`src/rtl/clock_pkg.sv`:
```
// Shared types and constants for the front-panel time/alarm setting controller.
package clock_pkg;

  typedef enum logic [2:0] {
    RUN    = 3'd0,
    T_HOUR = 3'd1,
    T_MIN  = 3'd2,
    T_SEC  = 3'd3,
    A_HOUR = 3'd4,
    A_MIN  = 3'd5
  } state_t;

  localparam int T_HOUR_OFS = 16;
  localparam int T_MIN_OFS  = 8;
  localparam int T_SEC_OFS  = 0;
  localparam int A_HOUR_OFS = 8;
  localparam int A_MIN_OFS  = 0;

  localparam logic [7:0] HOUR_LIM    = 8'h23;
  localparam logic [7:0] MIN_SEC_LIM = 8'h59;

  localparam logic [23:0] SET_TIME_RST   = 24'h120000;
  localparam logic [15:0] ALARM_TIME_RST = 16'h0700;

endpackage

```
`src/rtl/bcd2_inc.sv`:
```
// Two-digit BCD incrementer with wrap at a BCD limit; anything invalid maps to 00.
module bcd2_inc (
  input  logic [7:0] value,
  input  logic [7:0] limit,
  output logic [7:0] result
);

  logic valid;

  always_comb begin
    valid  = (value[3:0] <= 4'd9) && (value[7:4] <= 4'd9) && (value <= limit);
    result = 8'h00;
    if (valid && (value != limit)) begin
      if (value[3:0] == 4'd9) result = {value[7:4] + 4'd1, 4'd0};
      else                    result = {value[7:4], value[3:0] + 4'd1};
    end
  end

endmodule

```
`src/rtl/time_set_ctrl.sv`:
```
// Front-panel mode FSM: edits time/alarm fields in BCD, issues the time load strobe
// and a blink mask for the field under edit.
//
// state  | meaning
// RUN    | normal display; mode->edit time, alarm->edit alarm, inc->toggle alarm enable
// T_HOUR | editing set_time hours
// T_MIN  | editing set_time minutes
// T_SEC  | editing set_time seconds; mode loads time and returns to RUN
// A_HOUR | editing alarm hours
// A_MIN  | editing alarm minutes; mode enables alarm and returns to RUN
module time_set_ctrl #(
  parameter int BLINK_DIV = 25_000_000
) (
  input  logic        clk,
  input  logic        rst_n,
  input  logic        key_mode,
  input  logic        key_inc,
  input  logic        key_alarm,
  input  logic [23:0] cur_time,
  output logic [23:0] set_time,
  output logic        set_time_finish,
  output logic        clock_en,
  output logic [15:0] alarm_time,
  output logic [5:0]  blink_mask,
  output logic [2:0]  mode
);
  import clock_pkg::*;

  localparam int CW = $clog2(BLINK_DIV);

  state_t          state;
  logic            armed;
  logic [2:0]      key_prev;
  logic            act_mode, act_alarm, act_inc;
  logic [7:0]      fld_val, fld_lim, fld_next;
  logic [CW-1:0]   blink_cnt;
  logic            phase;
  logic            blink_clr;

  // The first edge after reset only loads key history, so a key held through reset is not a press.
  assign act_mode  = armed & key_mode  & ~key_prev[2];
  assign act_alarm = armed & key_alarm & ~key_prev[1] & ~act_mode;
  assign act_inc   = armed & key_inc   & ~key_prev[0] & ~act_mode & ~(armed & key_alarm & ~key_prev[1]);

  always_comb begin
    fld_val = 8'h00;
    fld_lim = MIN_SEC_LIM;
    case (state)
      T_HOUR: begin fld_val = set_time[T_HOUR_OFS +: 8];   fld_lim = HOUR_LIM; end
      T_MIN:  fld_val = set_time[T_MIN_OFS +: 8];
      T_SEC:  fld_val = set_time[T_SEC_OFS +: 8];
      A_HOUR: begin fld_val = alarm_time[A_HOUR_OFS +: 8]; fld_lim = HOUR_LIM; end
      A_MIN:  fld_val = alarm_time[A_MIN_OFS +: 8];
      default: fld_val = 8'h00;
    endcase
  end

  bcd2_inc u_bcd2_inc (
    .value  (fld_val),
    .limit  (fld_lim),
    .result (fld_next)
  );

  always_ff @(posedge clk or negedge rst_n) begin
    if (!rst_n) begin
      state           <= RUN;
      armed           <= 1'b0;
      key_prev        <= 3'b000;
      set_time        <= SET_TIME_RST;
      alarm_time      <= ALARM_TIME_RST;
      clock_en        <= 1'b0;
      set_time_finish <= 1'b0;
    end else begin
      armed           <= 1'b1;
      key_prev        <= {key_mode, key_alarm, key_inc};
      set_time_finish <= 1'b0;
      case (state)
        RUN: begin
          if (act_mode) begin
            set_time <= cur_time;
            state    <= T_HOUR;
          end else if (act_alarm) begin
            state <= A_HOUR;
          end else if (act_inc) begin
            clock_en <= ~clock_en;
          end
        end
        T_HOUR: begin
          if (act_mode)     state <= T_MIN;
          else if (act_inc) set_time[T_HOUR_OFS +: 8] <= fld_next;
        end
        T_MIN: begin
          if (act_mode)     state <= T_SEC;
          else if (act_inc) set_time[T_MIN_OFS +: 8] <= fld_next;
        end
        T_SEC: begin
          if (act_mode) begin
            state           <= RUN;
            set_time_finish <= 1'b1;
          end else if (act_inc) begin
            set_time[T_SEC_OFS +: 8] <= fld_next;
          end
        end
        A_HOUR: begin
          if (act_mode)     state <= A_MIN;
          else if (act_inc) alarm_time[A_HOUR_OFS +: 8] <= fld_next;
        end
        A_MIN: begin
          if (act_mode) begin
            state    <= RUN;
            clock_en <= 1'b1;
          end else if (act_inc) begin
            alarm_time[A_MIN_OFS +: 8] <= fld_next;
          end
        end
        default: state <= RUN;
      endcase
    end
  end

  // Restart the blink on every visible change so the edited digits show at once.
  assign blink_clr = act_mode | (act_alarm & (state == RUN)) | (act_inc & (state != RUN));

  always_ff @(posedge clk or negedge rst_n) begin
    if (!rst_n) begin
      blink_cnt <= '0;
      phase     <= 1'b0;
    end else if (blink_clr) begin
      blink_cnt <= '0;
      phase     <= 1'b0;
    end else if (blink_cnt == CW'(BLINK_DIV - 1)) begin
      blink_cnt <= '0;
      phase     <= ~phase;
    end else begin
      blink_cnt <= blink_cnt + 1'b1;
    end
  end

  always_comb begin
    blink_mask = 6'b000000;
    case (state)
      T_HOUR, A_HOUR: blink_mask[5:4] = {2{phase}};
      T_MIN,  A_MIN:  blink_mask[3:2] = {2{phase}};
      T_SEC:          blink_mask[1:0] = {2{phase}};
      default:        blink_mask      = 6'b000000;
    endcase
  end

  assign mode = state;

endmodule

```
`config.mk`:
```
export PLATFORM = sky130hd
export DESIGN_NAME = time_set_ctrl
export DESIGN_NICKNAME = d
export VERILOG_FILES = /design/src/rtl/clock_pkg.sv /design/src/rtl/bcd2_inc.sv /design/src/rtl/time_set_ctrl.sv
export SDC_FILE = /design/constraint.sdc
export NUM_CORES = 1
export LEC_CHECK = 0
export BUFFER_PORTS_ARGS = -buffer_cell sky130_fd_sc_hd__buf_2
export CAP_MARGIN = 20
export CORE_AREA = 2 2 98 100
export DETAILED_ROUTE_END_ITERATION = 8
export DIE_AREA = 0 0 100 102
export PLACE_DENSITY = 0.74
export REMOVE_ABC_BUFFERS = 1
export SETUP_SLACK_MARGIN = 0.2
export SYNTH_ARGS = -nofsm -noshare
export SYNTH_HDL_FRONTEND = slang
export SYNTH_HIERARCHICAL = 1
export SYNTH_SLANG_ARGS = --single-unit
export TNS_END_PERCENT = 50
```
`constraint.sdc`:
```
create_clock -name clk -period 3.3 [get_ports clk]
set_clock_uncertainty 0.05 [all_clocks]
set_input_delay 0.165 -clock clk [delete_from_list [all_inputs] [get_ports clk]]
set_output_delay 0.165 -clock clk [all_outputs]
set_load 0.02 [all_outputs]
```
Word level (Yosys, flattened, before mapping). Cells that the tools add are included.

$add $sub $neg: 3. $lt $le $gt $ge: 3. Equal/unequal tests: 24. Mux-type cells: 31. Bitwise gates (word level): 20. Reductions and logical operators: 20.

Operators by type and width (number): 25-bit 2-to-1 mux (2); 8-bit case mux with 2 select lines (3); 8-bit case mux with 5 select lines (1); 8-bit 2-to-1 mux (4); 2-bit inequality test (second input constant) (14); 25-bit by 1-bit adder with 25-bit output (second input constant) (1); 25-bit equality test (second input constant) (1); 24-bit 2-to-1 mux (1); 3-bit 2-to-1 mux (6); 3-bit case mux with 5 select lines (1); 4-bit AND reduction (3); 1-bit bitwise AND (11); 5-bit AND reduction (2); 2-bit nonzero test (5); 4-bit by 1-bit adder with 4-bit output (second input constant) (2); 4-bit less-or-equal comparator (second input constant) (2); 8-bit by 7-bit less-or-equal comparator with 1-bit output (1); 1-bit 2-to-1 mux (8); 8-bit by 7-bit inequality test with 1-bit output (1); 7-bit 2-to-1 mux (1); 1-bit inverter (7); 3-bit by 2-bit equality test with 1-bit output (second input constant) (2); 3-bit equality test (second input constant) (2); 2-bit 2-to-1 mux (3); other kinds (11) (17).

Register bits: 75. Input port bits: 29. Output and inout bits: 51. Word-level logic and storage cells: 113.

Logic depth before layout (Yosys ltp).
Depth after elaboration: 10. Mapped depth: 15. Mapped depth without buffers: 12.

Cells and area by module. The synthesis kept the hierarchy.

Modules (own cells, without submodules): time_set_ctrl (instances 1, cells an instance 358, area each 3996.3 um^2, sequential area each 1883.1 um^2); bcd2_inc (instances 1, cells an instance 58, area each 459.2 um^2, sequential area each 0.0 um^2).

Least setup slack after synthesis. OpenSTA, ideal clock, no wires.

Path type: reg-to-reg. Start: register state[1] (netlist: mode[1]). End: register set_time[22]. Library setup time: 0.125 ns. Arrival time: 3.228 ns. Data required time: 3.125 ns. Path slack: -0.103 ns. Stages on the path, launching flop included: 14. Buffers on the path: 3. Period minus slack after synthesis: 3.403 ns. Cell sequence: dfrtp_1 -> clkbuf_1 -> buf_2 -> clkbuf_1 -> mux2i_1 -> nor2_1 -> a21oi_1 -> a21oi_1 -> ha_1 -> nand4_1 -> a21oi_2 -> nor3_1 -> mux2_2 -> mux2_2.

Cells in the longest elaborated chain, start to end: 10. Elaborated cells between the ends (all ways): 28. Classes of those cells: add/sub (1); order compare (3); eq/ne (10); mux (7); reduce/logical (7).

RTL lines: start, declared (RTL line time_set_ctrl.sv:31) `state_t state;`; start signal, assigned (RTL line time_set_ctrl.sv:66) `state <= RUN;`; start signal, assigned (RTL line time_set_ctrl.sv:81) `state <= T_HOUR;`; start signal, assigned (RTL line time_set_ctrl.sv:83) `state <= A_HOUR;`; 3-bit equality test, or another cell as far along (RTL line time_set_ctrl.sv:48) `case (state)`; 8-bit case mux with 5 select lines (*) (RTL line time_set_ctrl.sv:48); net fld_val[4] (RTL line time_set_ctrl.sv:35) `logic [7:0] fld_val, fld_lim, fld_next;`; branches (longest 4 deep; another with 8-bit by 7-bit less-or-equal comparator with 1-bit output); 8-bit 2-to-1 mux (*) (RTL line bcd2_inc.sv:13) `if (valid && (value != limit)) begin`; net fld_next[6] (RTL line time_set_ctrl.sv:35); 8-bit 2-to-1 mux (*) (RTL line time_set_ctrl.sv:90) `else if (act_inc) set_time[T_HOUR_OFS +: 8] <= fld_next;`; 8-bit 2-to-1 mux (*); 8-bit case mux with 2 select lines (*) (RTL line time_set_ctrl.sv:77) `case (state)`; end signal, assigned (RTL line time_set_ctrl.sv:80) `set_time <= cur_time;`; end signal, assigned by index (RTL line time_set_ctrl.sv:90); end signal, assigned by index (RTL line time_set_ctrl.sv:94) `else if (act_inc) set_time[T_MIN_OFS +: 8] <= fld_next;`; end, declared (RTL line time_set_ctrl.sv:20) `output logic [23:0] set_time,`.

Mark *: on every way through the listed nets, which the timed path passes. The select of a mux whose other input is x is not followed. A chain may end at the register's enable or synchronous reset.

Worst setup path in the final report.
Start: register state[2] (netlist: mode[2]). End: register set_time[9].

Cells in the longest elaborated chain, start to end: 10. Elaborated cells between the ends (all ways): 28. Classes of those cells: add/sub (1); order compare (3); eq/ne (10); mux (7); reduce/logical (7).

RTL lines: 3-bit equality test, or another cell as far along (RTL line time_set_ctrl.sv:48); 8-bit case mux with 5 select lines (*) (RTL line time_set_ctrl.sv:48); net fld_val[4] (RTL line time_set_ctrl.sv:35); branches (longest 3 deep; another with 8-bit by 7-bit less-or-equal comparator with 1-bit output); 1-bit logical AND (*) (RTL line bcd2_inc.sv:13); 8-bit 2-to-1 mux (*) (RTL line bcd2_inc.sv:13); net fld_next[1] (RTL line time_set_ctrl.sv:35); 8-bit 2-to-1 mux (*) (RTL line time_set_ctrl.sv:94); 8-bit 2-to-1 mux (*); 8-bit case mux with 2 select lines (*) (RTL line time_set_ctrl.sv:77); end signal, assigned (RTL line time_set_ctrl.sv:80); end signal, assigned by index (RTL line time_set_ctrl.sv:94); end signal, assigned by index (RTL line time_set_ctrl.sv:101) `set_time[T_SEC_OFS +: 8] <= fld_next;`.

Marked as above.

==> impl_metrics.sql <==
INSERT INTO impl_metrics (metric_group, metric, value, unit) VALUES
('run_status', 'run_status', 'complete, no violations', ''),
('detailed_routing', 'post-route-drc-count', '0', ''),
('timing', 'rsz0062_at_grt', 'true', ''),
('timing', 'hold_slack', '107', 'ps'),
('critical_path', 'ff2ff_path_depth', '14', ''),
('timing', 'totalNegativeSetupSlack', '0', 'ps'),
('critical_path', 'worstPathCellList', 'nor2b_2 -> buf_6 -> a221oi_2 -> a21oi_2 -> buf_6 -> buf_4 -> ha_1 -> o21bai_1 -> a32oi_2 -> o2111ai_4 -> nor4_4 -> buf_6 -> mux2_2 -> mux2_2', ''),
('clock_tree', 'root_buffer', 'clkbuf_8', ''),
('timing', 'relative_slew_slack', '32.2', '%'),
('grt', 'grt_pass1_wl', '18800', 'µm'),
('detailed_routing', 'met3RoutedLength', '542', 'µm'),
('critical_path', 'crit_path_start_kind', 'flop', ''),
('synthesis', 'largest_area_contributor_in_the_synthesized_netlist', 'dfrtp_1', ''),
('timing', 'timing_max_transition_violations_final', '0', ''),
('clock_tree', 'tritoncts_clock_tree', 'done', ''),
('synthesis', 'yosysTopAreaCellShare', '39.3', '%'),
('detailed_routing', 'wl_per_cell', '19.0', 'µm'),
('critical_path', 'worstPathRequired', '3500', 'ps'),
('placed_design', 'place_congestion', '0.855', ''),
('grt', 'globalRouteTotalUtil', '23.7', '%'),
('floorplanning', 'ios', '80', ''),
('min_path', 'holdPathStages', '3', ''),
('detailed_routing', 'via_per_inst', '5.95', ''),
('synthesis', 'synth_warnings', '6', ''),
('critical_path', 'crit_path_top_delay_cell', 'dfrtp_1', ''),
('placed_design', 'numPortBuffers', '79', ''),
('synthesis', 'synth-main-ff-cell', 'dfrtp_1', ''),
('synthesis', 'synthesized_instance_count', '416', ''),
('timing', 'post-route-period-util', '95.4', '%'),
('synthesis', 'synth_seq_cells', '75', ''),
('min_path', 'hold_class', 'in2reg', ''),
('synthesis', 'synth.yosys.seq_area_share', '42.3', '%'),
('detailed_routing', 'topRoutingLayerUsed', 'met4', ''),
('critical_path', 'endpoint_type_of_the_worst_setup_path', 'flop', ''),
('synthesis', 'post_synth.cell_area_avg', '10.7', 'µm²'),
('placed_design', 'dpl.hpwl', '8080', 'µm'),
('timing', 'timing.final.setup_violations', '0', ''),
('critical_path', 'criticalPathCategory', 'reg2reg', ''),
('floorplanning', 'die_area', '10200', 'µm²'),
('floorplanning', 'chip_width', '100', 'µm'),
('grt', 'gr-total-overflow', '0', ''),
('timing', 'postLayoutSetupSlackWorst', '150', 'ps'),
('timing', 'final.min_clock_period', '3150', 'ps'),
('floorplanning', 'core_area', '9110', 'µm²'),
('cells_and_area', 'fin_nets', '568', ''),
('placed_design', 'placement.setup.worst_slack', '100', 'ps'),
('floorplanning', 'effective_utilization_at_floorplan', '48.9', '%'),
('timing', 'timing_worst_slew_pin_value', '1010', 'ps'),
('synthesis', 'synth-edff-count', '0', ''),
('power', 'power_leakage', '2.52', 'nW'),
('grt', 'number_of_global_route_vias_before_repair', '3738', ''),
('synthesis', 'synth.top_cells.by_area', 'dfrtp_1 (39%), mux2_2 (17%), ha_1 (3.4%)', ''),
('detailed_routing', 'dr_total_vias', '3828', ''),
('synthesis', 'synth.cell_area', '4460', 'µm²'),
('synthesis', 'synth.distinct_cells', '55', ''),
('cells_and_area', 'areaGrowthSynthToFinish', '27.5', '%'),
('floorplanning', 'std_cell_rows', '35', ''),
('power', 'fin_total_pwr', '5.48', 'mW'),
('critical_path', 'worst_path_most_repeated_cell', 'buf_6', ''),
('clock_tree', 'htreeDepth', '3', ''),
('clock_tree', 'tritoncts.num_buffers', '9', ''),
('critical_path', 'critical_path_arrival', '3350', 'ps'),
('power', 'worst_ir_drop_vdd', '0.000370', 'V'),
('detailed_routing', 'detail_route.iter0.violations', '157', ''),
('timing', 'max_clock_freq', '317', 'MHz'),
('cells_and_area', 'final-instance-count-excl-fill', '643', ''),
('grt', 'grt_antenna_before_repair', '0', ''),
('clock_tree', 'cts.sink_count', '75', ''),
('critical_path', 'critical_path.max_fanout', '11', ''),
('power', 'powerDensity', '964', 'nW/µm²'),
('placed_design', 'placed_standard_cell_area', '5070', 'µm²');
[kinds of logic (layout without fill, tap and decap cells)]
family	after synthesis	count (layout)	share of synthesized area [%]
AO/OA/AOI/OAI	70	70	11.3
flip-flops	75	75	42.3
AND/OR/NAND/NOR	122	122	16.3
XOR/XNOR	19	19	3.73
buffers and inverters	41	155	4.13
multiplexers	75	75	18.7
adder cells (fa/ha/maj)	12	12	3.37
other	2	4	0.169
[worst max-delay path: cells and delay by family (launching register included)]
kind                       cells  cell delay, ps
buffers and inverters          4             600
AOI/OAI and AO/OA              5             950
DFF                            1             420
muxes                          2             520
and+or+nand+nor                2             290
adders and majority gates      1             190
[registers in the layout, summed over array words and instances (netlist names)]
signal / count
mode: 3
phase: 1
set_time_finish: 1
key_prev: 3
alarm_time: 16
set_time: 24
blink_cnt: 25
armed: 1
clock_en: 1
[where the power goes]
group	internal, mW	total [mW]	leakage, nW	switching, mW
clock	0.353	0.736	0.0881	0.383
combinational	1.52	3.34	1.46	1.82
sequential	1.16	1.40	0.970	0.233
[layer usage]
| metal | global-route usage, % | up-vias |
|---|---|---|
| met5 | 0 | - |
| met4 | 9.59 | 0 |
| met3 | 3.49 | 32 |
| met2 | 41.6 | 119 |
| met1 | 29.5 | 1913 |
| li1 | - | 1764 |
[cells in the final DEF, fill, tap and decap left out, drive strengths merged, types with 9 or more instances in the layout]
cell type / count
mux2: 66
or4: 9
o21ai: 11
dfrtp: 70
nor2: 16
nand4: 11
a21oi: 19
xnor2: 14
ha: 12
clkbuf: 9
a211oi: 13
buf: 117
nand2: 14
inv: 19
nand3: 11
nor3: 23
mux2i: 9
[synthesized netlist by cell type, types with 3 or more instances]
| cell type | number |
|---|---|
| nand4_1 | 11 |
| dfrtp_1 | 70 |
| clkbuf_1 | 12 |
| o21ai_0 | 11 |
| dfstp_2 | 5 |
| a21oi_1 | 18 |
| nand3_1 | 11 |
| mux2i_1 | 9 |
| and3_1 | 3 |
| a211oi_2 | 3 |
| or4_1 | 8 |
| nor2b_1 | 4 |
| nor2_1 | 16 |
| mux2_2 | 66 |
| a221oi_1 | 6 |
| nor4_1 | 3 |
| a22oi_1 | 3 |
| a211oi_1 | 10 |
| nor3_1 | 22 |
| ha_1 | 12 |
| xor2_1 | 5 |
| nand2b_1 | 4 |
| buf_4 | 4 |
| xnor2_1 | 14 |
| buf_2 | 4 |
| o211ai_1 | 3 |
| nand2_1 | 14 |
| inv_1 | 18 |
| or3_1 | 8 |
| o31ai_1 | 6 |
[cell type report]
type	instances	area, µm²
Sequential cell	75	1880
Clock inverter	7	77.6
Fill cell	705	3430
Clock buffer	9	124
Timing Repair Buffer	121	771
Tap cell	111	139
Inverter	18	67.6
Multi-Input combinational cell	302	2620
[repair_timing]
action / CTS / global route
setup buffers: 4 / 10
gates resized for setup: 9 / 45
pin swaps: 4 / 15
endpoints found under the setup margin: 28 / 33
endpoints found under the hold margin: 20 / 0
hold buffers: 4 / 0
[path summary, 6_finish.rpt]
check	from	to	slack, ps
min	cur_time[20]	set_time[20]$_DFFE_PN1P_	110
min in group asynchronous	rst_n	blink_cnt[19]$_DFF_PN0_	220
max	mode[2]$_DFFE_PN0P_	set_time[9]$_DFFE_PN0P_	150
max in group asynchronous	rst_n	alarm_time[9]$_DFFE_PN1P_	2180
max reg2reg	mode[2]$_DFFE_PN0P_	set_time[9]$_DFFE_PN0P_	150
min reg2reg	blink_cnt[0]$_DFF_PN0_	blink_cnt[0]$_DFF_PN0_	480
Power figures use the tool's default switching activity.
